`src/rtl/rx_flow_pkg.sv`:
```
// Shared types and default thresholds for the ADC-to-demod flow controller.
package rx_flow_pkg;

    typedef enum logic [1:0] {
        IDLE     = 2'd0,
        RUN      = 2'd1,
        THROTTLE = 2'd2,
        DISCARD  = 2'd3
    } flow_state_t;

    localparam int DEF_ADC_DATA_WIDTH = 12;
    localparam int DEF_ADC_CNT_SIZE   = 10;
    localparam int DEF_I2C_CNT_SIZE   = 8;
    localparam int DEF_I2C_HI         = 96;
    localparam int DEF_I2C_LO         = 32;
    localparam int DEF_ADC_HI         = 480;
    localparam int DEF_ADC_LO         = 256;
    localparam int DEF_IRQ_LEVEL      = 16;
    localparam int DROP_W             = 16;

endpackage

```
`src/rtl/rx_flow_ctrl_if.sv`:
```
// Valid/ready sample stream between ADC FIFO, flow controller and demod.
interface rx_flow_ctrl_if
    import rx_flow_pkg::*;
#(
    parameter int W = DEF_ADC_DATA_WIDTH
);
    logic [W-1:0] data;
    logic         valid;
    logic         ready;

    modport master (output data, output valid, input ready);
    modport slave  (input data, input valid, output ready);
endinterface

```
`src/rtl/rx_flow_ctrl_sat_counter.sv`:
```
// Saturating up-counter; a clear in the same cycle as an increment yields 1.
module sat_counter #(
    parameter int W = 16
) (
    input  logic         clk,
    input  logic         rst,
    input  logic         inc,
    input  logic         clr,
    output logic [W-1:0] q
);

    always_ff @(posedge clk or posedge rst) begin
        if (rst) begin
            q <= '0;
        end else if (clr) begin
            q <= W'(inc);
        end else if (inc && (q != '1)) begin
            q <= q + W'(1);
        end
    end

endmodule

```
`src/rtl/rx_flow_ctrl.sv`:
```
// ADC FIFO -> BFSK demod flow controller with throttle, discard and irq.
// Define RX_FLOW_STATS_EN to build the forwarded-sample counter fwd_cnt.
module rx_flow_ctrl
    import rx_flow_pkg::*;
#(
    parameter int ADC_DATA_WIDTH = DEF_ADC_DATA_WIDTH,
    parameter int ADC_CNT_SIZE   = DEF_ADC_CNT_SIZE,
    parameter int I2C_CNT_SIZE   = DEF_I2C_CNT_SIZE,
    parameter int I2C_HI         = DEF_I2C_HI,
    parameter int I2C_LO         = DEF_I2C_LO,
    parameter int ADC_HI         = DEF_ADC_HI,
    parameter int ADC_LO         = DEF_ADC_LO,
    parameter int IRQ_LEVEL      = DEF_IRQ_LEVEL,
    parameter int DROP_W         = rx_flow_pkg::DROP_W
) (
    input  logic                    clk,
    input  logic                    rst,
    input  logic                    enable,
    input  logic [ADC_CNT_SIZE-1:0] adc_cnt,
    input  logic [I2C_CNT_SIZE-1:0] i2c_cnt,
    rx_flow_ctrl_if.slave           s,
    rx_flow_ctrl_if.master          m,
    input  logic                    drop_clr,
    output logic [DROP_W-1:0]       drop_cnt,
    output logic                    overrun,
    output logic                    irq,
    output logic [1:0]              state,
    output logic [31:0]             fwd_cnt
);

    if ((I2C_LO >= I2C_HI) || (ADC_LO >= ADC_HI) ||
        (ADC_HI >= (1 << (ADC_CNT_SIZE - 1)) + 1)) begin : g_param_chk
        $error("rx_flow_ctrl: inconsistent threshold parameters");
    end

    localparam logic [I2C_CNT_SIZE-1:0] I2C_HI_V = I2C_CNT_SIZE'(I2C_HI);
    localparam logic [I2C_CNT_SIZE-1:0] I2C_LO_V = I2C_CNT_SIZE'(I2C_LO);
    localparam logic [I2C_CNT_SIZE-1:0] IRQ_V    = I2C_CNT_SIZE'(IRQ_LEVEL);
    localparam logic [ADC_CNT_SIZE-1:0] ADC_HI_V = ADC_CNT_SIZE'(ADC_HI);
    localparam logic [ADC_CNT_SIZE-1:0] ADC_LO_V = ADC_CNT_SIZE'(ADC_LO);

    flow_state_t               cur_q;
    flow_state_t               nxt;
    logic                      hold;
    logic                      drop;
    logic                      s_rdy;
    logic                      m_vld;
    logic [ADC_DATA_WIDTH-1:0] sample;

    assign sample  = s.data;
    assign m.data  = sample;
    assign m.valid = m_vld;
    assign s.ready = s_rdy;
    assign state   = cur_q;

    always_ff @(posedge clk or posedge rst) begin
        if (rst) begin
            cur_q <= IDLE;
        end else begin
            cur_q <= nxt;
        end
    end

    // An offered sample must complete before RUN can be left.
    always_comb begin
        s_rdy = 1'b0;
        m_vld = 1'b0;
        drop  = 1'b0;
        nxt   = cur_q;
        unique case (cur_q)
            IDLE:     ;
            RUN: begin
                m_vld = s.valid;
                s_rdy = m.ready;
            end
            THROTTLE: ;
            DISCARD: begin
                s_rdy = 1'b1;
                drop  = s.valid;
            end
        endcase
        hold = m_vld && !m.ready;
        if (!hold) begin
            if (!enable) begin
                nxt = IDLE;
            end else begin
                unique case (cur_q)
                    IDLE: nxt = RUN;
                    RUN: begin
                        if (i2c_cnt >= I2C_HI_V) nxt = THROTTLE;
                    end
                    THROTTLE: begin
                        if (i2c_cnt <= I2C_LO_V)      nxt = RUN;
                        else if (adc_cnt >= ADC_HI_V) nxt = DISCARD;
                    end
                    DISCARD: begin
                        if (i2c_cnt <= I2C_LO_V)      nxt = RUN;
                        else if (adc_cnt <= ADC_LO_V) nxt = THROTTLE;
                    end
                endcase
            end
        end
    end

    sat_counter #(.W(DROP_W)) u_drop_cnt (
        .clk (clk),
        .rst (rst),
        .inc (drop),
        .clr (drop_clr),
        .q   (drop_cnt)
    );

    always_ff @(posedge clk or posedge rst) begin
        if (rst) begin
            overrun <= 1'b0;
            irq     <= 1'b0;
        end else begin
            if (drop)          overrun <= 1'b1;
            else if (drop_clr) overrun <= 1'b0;
            irq <= (i2c_cnt >= IRQ_V) | overrun;
        end
    end

`ifdef RX_FLOW_STATS_EN
    logic [31:0] fwd_q;
    logic        xfer;

    assign xfer    = m_vld && m.ready;
    assign fwd_cnt = fwd_q;

    always_ff @(posedge clk or posedge rst) begin
        if (rst) begin
            fwd_q <= '0;
        end else if (xfer) begin
            fwd_q <= fwd_q + 32'd1;
        end
    end
`else
    assign fwd_cnt = '0;
`endif

endmodule

```
`src/flat_wrapper.sv`:
```
// flat-port wrapper written by rule: the top's interface ports become plain ports
module rx_flow_ctrl_flat import rx_flow_pkg::*;
#(
    parameter int ADC_DATA_WIDTH = DEF_ADC_DATA_WIDTH,
    parameter int ADC_CNT_SIZE   = DEF_ADC_CNT_SIZE,
    parameter int I2C_CNT_SIZE   = DEF_I2C_CNT_SIZE,
    parameter int I2C_HI         = DEF_I2C_HI,
    parameter int I2C_LO         = DEF_I2C_LO,
    parameter int ADC_HI         = DEF_ADC_HI,
    parameter int ADC_LO         = DEF_ADC_LO,
    parameter int IRQ_LEVEL      = DEF_IRQ_LEVEL,
    parameter int DROP_W         = rx_flow_pkg::DROP_W
)
  (clk, rst, enable, adc_cnt, i2c_cnt, drop_clr, drop_cnt, overrun, irq, state, fwd_cnt, s_data, s_valid, s_ready, m_data, m_valid, m_ready);
  rx_flow_ctrl_if #(.W(12)) s_i ();
  rx_flow_ctrl_if #(.W(12)) m_i ();
  input  logic clk;
  input  logic rst;
  input  logic enable;
  input  logic [ADC_CNT_SIZE-1:0] adc_cnt;
  input  logic [I2C_CNT_SIZE-1:0] i2c_cnt;
  input  logic drop_clr;
  output logic [DROP_W-1:0] drop_cnt;
  output logic overrun;
  output logic irq;
  output logic [1:0] state;
  output logic [31:0] fwd_cnt;
  input wire logic [$bits(s_i.data)-1:0] s_data;
  input wire logic [$bits(s_i.valid)-1:0] s_valid;
  output wire logic [$bits(s_i.ready)-1:0] s_ready;
  output wire logic [$bits(m_i.data)-1:0] m_data;
  output wire logic [$bits(m_i.valid)-1:0] m_valid;
  input wire logic [$bits(m_i.ready)-1:0] m_ready;
  assign s_i.data = s_data;
  assign s_i.valid = s_valid;
  assign s_ready = s_i.ready;
  assign m_data = m_i.data;
  assign m_valid = m_i.valid;
  assign m_i.ready = m_ready;
  rx_flow_ctrl #(.ADC_DATA_WIDTH(ADC_DATA_WIDTH), .ADC_CNT_SIZE(ADC_CNT_SIZE), .I2C_CNT_SIZE(I2C_CNT_SIZE), .I2C_HI(I2C_HI), .I2C_LO(I2C_LO), .ADC_HI(ADC_HI), .ADC_LO(ADC_LO), .IRQ_LEVEL(IRQ_LEVEL), .DROP_W(DROP_W)) u_core (.clk(clk), .rst(rst), .enable(enable), .adc_cnt(adc_cnt), .i2c_cnt(i2c_cnt), .s(s_i), .m(m_i), .drop_clr(drop_clr), .drop_cnt(drop_cnt), .overrun(overrun), .irq(irq), .state(state), .fwd_cnt(fwd_cnt));
endmodule
```
`config.mk`:
```
export PLATFORM = sky130hd
export DESIGN_NAME = rx_flow_ctrl_flat
export DESIGN_NICKNAME = d
export VERILOG_FILES = /design/src/rtl/rx_flow_pkg.sv /design/src/rtl/rx_flow_ctrl_if.sv /design/src/rtl/rx_flow_ctrl_sat_counter.sv /design/src/rtl/rx_flow_ctrl.sv /design/src/flat_wrapper.sv
export SDC_FILE = /design/constraint.sdc
export NUM_CORES = 1
export LEC_CHECK = 0
export ABC_AREA = 1
export CORE_MARGIN = 8
export CORE_UTILIZATION = 43
export CTS_BUF_LIST = sky130_fd_sc_hd__clkbuf_4
export DETAILED_ROUTE_END_ITERATION = 16
export PLACE_DENSITY = 0.93
export SLEW_MARGIN = 20
export SYNTH_ARGS = -nofsm -noshare
export SYNTH_HDL_FRONTEND = slang
export SYNTH_HIERARCHICAL = 1
export SYNTH_SLANG_ARGS = --single-unit
```
`constraint.sdc`:
```
create_clock -name clk -period 4.15 [get_ports clk]
set_clock_uncertainty 0.05 [all_clocks]
set_input_delay 0.83 -clock clk [delete_from_list [all_inputs] [get_ports clk]]
set_output_delay 0.83 -clock clk [all_outputs]
set_load 0.01 [all_outputs]
```
### Word-level counts from Yosys, hierarchy flattened

Index checks and enable logic that the tools add are counted.

| operators by class | value |
|---|---|
| add/sub/neg operators | 1 |
| order comparisons | 5 |
| equality and inequality tests | 7 |
| mux-type cells | 14 |
| bitwise gates (word level) | 2 |
| reduce and logical (&&, ||, !) cells | 7 |

Operators by type and width:

| kind | number |
|---|---|
| $mux W16 | 2 |
| $add A16 B1 Y16 const B | 1 |
| $ne A16 B16 Y1 const B | 1 |
| $mux W2 | 6 |
| $ge A10 B9 Y1 const B | 1 |
| $le A10 B9 Y1 const B | 1 |
| $ge A8 B5 Y1 const B | 1 |
| $ge A8 B7 Y1 const B | 1 |
| $le A8 B6 Y1 const B | 1 |
| $ne A4 B2 Y1 const B | 2 |
| $pmux W2 S4 | 1 |
| $eq A2 B2 Y1 const B | 2 |
| $mux W1 | 4 |
| $reduce_and A4 Y1 | 1 |
| $reduce_bool A2 Y1 | 2 |
| $ne A3 B2 Y1 const B | 1 |
| $eq A2 B1 Y1 const B | 1 |
| $logic_and A1 B1 Y1 | 2 |
| $logic_not A2 Y1 | 1 |
| $pmux W1 S2 | 1 |
| $logic_not A1 Y1 | 1 |
| $not A1 Y1 | 1 |
| $or A1 B1 Y1 | 1 |

| word-level totals | value |
|---|---|
| flip-flop bits (word level) | 20 |
| bits of input ports | 36 |
| output and inout bits | 66 |
| logic and storage cells | 40 |

### Depth between registers and ports, before layout

| depth | value |
|---|---|
| depth after elaboration | 5 |
| mapped depth | 10 |
| depth with buffers taken out | 10 |

### Modules after synthesis

Netlist, hierarchy kept.

By module, submodules not included:

| module | instances | cells each | area each (um^2) | seq. area each (um^2) |
|---|---|---|---|---|
| sat_counter | 1 | 158 | 1066.0 | 400.4 |
| rx_flow_ctrl | 1 | 117 | 748.2 | 100.1 |

### Least setup slack after synthesis

Ideal clock, no wire load.

| timing path | value |
|---|---|
| path type | in2out |
| start | input port m_ready |
| end | output port s_ready |
| arrival time | 1094 ps |
| data required time | 3270 ps |
| slack | 2176 ps |
| stages | 2 |
| path buffers | 0 |
| cell sequence | inv_1 a21oi_1 |

| between the ends | value |
|---|---|
| cells in the longest elaborated chain, start to end | 1 |

Ends and longest elaborated chain:

| element | RTL line | text |
|---|---|---|
| from (decl) | flat_wrapper.sv:33 | `input wire logic [$bits(m_i.ready)-1:0] m_ready;` |
| $pmux W1 S2 | rx_flow_ctrl.sv:70 | `unique case (cur_q)` |
| to (decl) | flat_wrapper.sv:30 | `output wire logic [$bits(s_i.ready)-1:0] s_ready;` |

No other way between the ends.

### Worst setup path after layout

| timing path | value |
|---|---|
| start | input port s_valid |
| end | output port m_valid |

| between the ends | value |
|---|---|
| cells in the longest elaborated chain, start to end | 1 |

Ends and longest elaborated chain:

| element | RTL line | text |
|---|---|---|
| from (decl) | flat_wrapper.sv:29 | `input wire logic [$bits(s_i.valid)-1:0] s_valid;` |
| $mux W1 | rx_flow_ctrl.sv:70 |  |
| to (decl) | flat_wrapper.sv:32 | `output wire logic [$bits(m_i.valid)-1:0] m_valid;` |

No other way between the ends.

==> summary.txt <==
Power and ir drop
  – Total leakage power: 1.06 nW
  – Pwr Density: 251 nW/um^2
  – Peak VDD IR: 0.000141 V
  – Psw: 0.198 mW
  – Pint: 0.333 mW
  – Combinational share of power: 0.385
  – Tot Pwr: 0.531 mW
  – Net Sw Frac: 0.372
  – Part of the power in registers: 0.437
  – Clock share of power: 0.178

GRT
  – Initial antenna violation count: 0
  – Vias in the first global route: 1583
  – Pin count of the biggest net entering global routing: 17
  – Global Route Usage Sum: 0.126
  – First-pass GRT wire length: 6.76 mm
  – Total gr overflow: 0

Drt
  – Antenna-violating nets left: 0
  – Post-route DRC: 0
  – Via count: 1736
  – Routed wire per std cell: 11.9 um
  – Vias per cell: 4.85
  – DRT Wirelength: 4.28 mm
  – Iter 0 DRT Violations: 151
  – Pre-antenna DRT Iters: 4

Clock tree
  – Setup Fix Bufs, Post-CTS: 0
  – CTS clk-pin slew, worst paths: 110 ps
  – CTS buffer count: 3
  – Clock Tree Buf Depth: 2
  – CTS root buffer: clkbuf_4
  – Htree depth: 1
  – Clock sink count: 20
  – Skew-Pair Late Insertion Delay: 300 ps
  – Hold Buf Count CTS: 0
  – Post-cts sizing count: 0
  – CTS tree: built

Finish
  – Final non-filler cell total: 358
  – Commonest cells after routing, fill and taps aside: 73 x nand2_1, 45 x clkdlybuf4s50_1, 32 x inv_1, 32 x conb_1, 24 x nor2_1
  – N_diodes: 0
  – Commonest non-fill, non-tap cell in the layout: nand2_1
  – Fraction of layout cells with a size suffix above 1: 0.0942
  – Finished layout cell area: 2120 um^2
  – Area Growth Syn to Fin: 16.8%
  – # nets final: 346

Worst setup path
  – Worst path most repeated cell: clkdlybuf4s50_1
  – FF-to-FF End: u_core/u_drop_cnt/q[15]$_DFFE_PP0P_
  – Critical path type: primary input to primary output
  – Startpoint types: primary input
  – Worst Path Arrival: 2020 ps
  – Critical path, cell by cell: clkdlybuf4s50_1 > inv_2 > nor2_4 > clkdlybuf4s50_1
  – CP max-delay cell: clkdlybuf4s50_1
  – CP peak stage delay: 560 ps
  – CP Data Required Time: 3270 ps
  – Delay-heaviest family, CP: buffers and inverters
  – WP buf/inv: 3
  – CP Max Fanout: 3
  – Worst-case reg-to-reg path depth: 9
  – Crit. End Element: primary output
  – Reg-to-reg slack, setup: 2210 ps
  – FF-to-FF Start: u_core/u_drop_cnt/q[0]$_DFFE_PP0P_

Floorplan
  – Die W: 81.0 um
  – Initial core utilization: 0.450
  – Die footprint: 6550 um^2
  – Die Span Y: 81.0 um
  – CORE AREA: 4030 um^2
  – Row cnt: 23
  – Ports: 102

Timing
  – Fin crit share: 0.700
  – Worst slew pin tran: 618 ps
  – Slew Limit Headroom: 0.587
  – Pins Over Slew Limit: 0
  – Tmin final: 2900 ps
  – RSZ-0062 raised after global routing: false
  – Fin. Hold Viols: 0
  – Setup TNS Final: 0 ps
  – Max frequency: 344 MHz
  – Setup violators final: 0

Place
  – Dpl cells: 354
  – Post-DP HPWL: 3.50 mm
  – Port bufs: 45
  – Placer Congestion: 0.918
  – Placed Area: 2090 um^2

Hold path
  – Hold EP: u_core/irq$_DFF_PP0_
  – Worst hold path startpoint: u_core/overrun$_DFFE_PP0P_
  – Worst Hold Class: flip-flop to flip-flop
  – Hold-critical path depth: 2

Synth
  – Synth Area per Inst: 6.60 um^2
  – Register area share after synthesis: 0.276
  – Synth Cell Area: 1810 um^2
  – Number of synthesized register bits: 20
  – Yosys warnings: 6
  – Yosys cell types: 23
  – Post-Syn Instances: 275

Flow run
  – Max Cap Viol: 0

Run status
  – Status: completed
==> worst max-delay path by stage <==
stage	startpoint	to	slack [ps]	depth (start not counted)
finish	s_valid	m_valid	1250	4
global route	m_ready	s_ready	1200	4
CTS	m_ready	s_ready	1250	4
detailed placement	s_valid	m_valid	1250	4
global placement	m_ready	s_ready	1260	4
floorplan	m_ready	s_ready	2180	2
==> power groups by stage <==
stage	Combinational, mW	Clock, mW	Sequential (mW)
2_1_floorplan	0.150	0	0.237
3_3_place_gp	0.198	0	0.235
3_5_place_dp	0.203	0	0.236
4_1_cts	0.204	0.0980	0.232
5_1_grt	0.223	0.106	0.235
6_report	0.205	0.0947	0.232
==> cell usage after synthesis <==
| cell type | number | area share |
|---|---|---|
| buf_2 | 1 | 0.0028 |
| buf_1 | 1 | 0.0021 |
| ha_1 | 1 | 0.0069 |
| nor2_1 | 24 | 0.050 |
| a21oi_1 | 5 | 0.014 |
| inv_2 | 5 | 0.010 |
| buf_6 | 1 | 0.0062 |
| nand2_1 | 73 | 0.15 |
| nor3_1 | 3 | 0.0083 |
| nand3_1 | 23 | 0.063 |
| nor2_4 | 5 | 0.031 |
| inv_1 | 32 | 0.066 |
| o22ai_1 | 1 | 0.0035 |
| nor2_2 | 4 | 0.014 |
| xnor2_1 | 2 | 0.0097 |
| nand2_2 | 11 | 0.038 |
| buf_4 | 44 | 0.18 |
| dfrtp_1 | 20 | 0.28 |
| nand4_1 | 13 | 0.045 |
| conb_1 | 1 | 0.0021 |
| o21ai_0 | 3 | 0.0083 |
| nand3_2 | 1 | 0.0055 |
| xor2_1 | 1 | 0.0048 |
==> cells by family (layout without fill, tap and decap cells) <==
| logic type | count (synthesis) | count (layout) | synth area share |
|---|---|---|---|
| and+or+nand+nor | 157 | 157 | 0.406 |
| buffers and inverters | 84 | 86 | 0.270 |
| DFF | 20 | 20 | 0.276 |
| AOI/OAI and AO/OA | 9 | 9 | 0.0255 |
| xor gates and xnor gates | 3 | 3 | 0.0145 |
| adders and majority gates | 1 | 1 | 0.00690 |
| other | 1 | 32 | 0.00207 |
==> cell type report <==
class / count / area (um^2)
inverters: 37 / 139
clock inverters: 1 / 3.75
clock buffers: 3 / 22.5
well taps: 50 / 62.6
flip-flops and latches: 20 / 500
repair buffers: 45 / 450
fillers: 377 / 1910
multi-input cells: 202 / 941
==> worst register-to-register path: stages, from the launching register on <==
cell and delay, ps:
dfrtp_1 440, ha_1 230, nand2_1 120, nor2_4 80, nand2_2 110, nor2_4 50
nor2_2 430, nor2_4 170, nand2_1 100, nand2_1 60
==> flip-flops by register name, indices dropped and copies added, names as in the netlist <==
signal / count
u_core/u_drop_cnt/q: 16
u_core/overrun: 1
u_core/irq: 1
u_core/state: 2
==> per-stage QoR <==
step | utilization | hold slack (ps) | setup slack (ps)
5_1_grt | 0.526 | 524 | 1200
4_1_cts | 0.526 | 492 | 1250
3_5_place_dp | 0.520 | 453 | 1250
6_report | 0.526 | 486 | 1250
2_1_floorplan | - | 467 | 2180
3_3_place_gp | 0.520 | 464 | 1260
==> layer usage <==
| metal | wire [um] | global-route usage | vias to the layer above |
|---|---|---|---|
| met1 | 1560 | 0.131 | 799 |
| met2 | 2240 | 0.238 | 82 |
| met5 | 0 | 0 | - |
| met4 | 86 | 0.0500 | 0 |
| met3 | 394 | 0.0265 | 11 |
| li1 | - | - | 844 |
(Power assumes the default switching activity.)
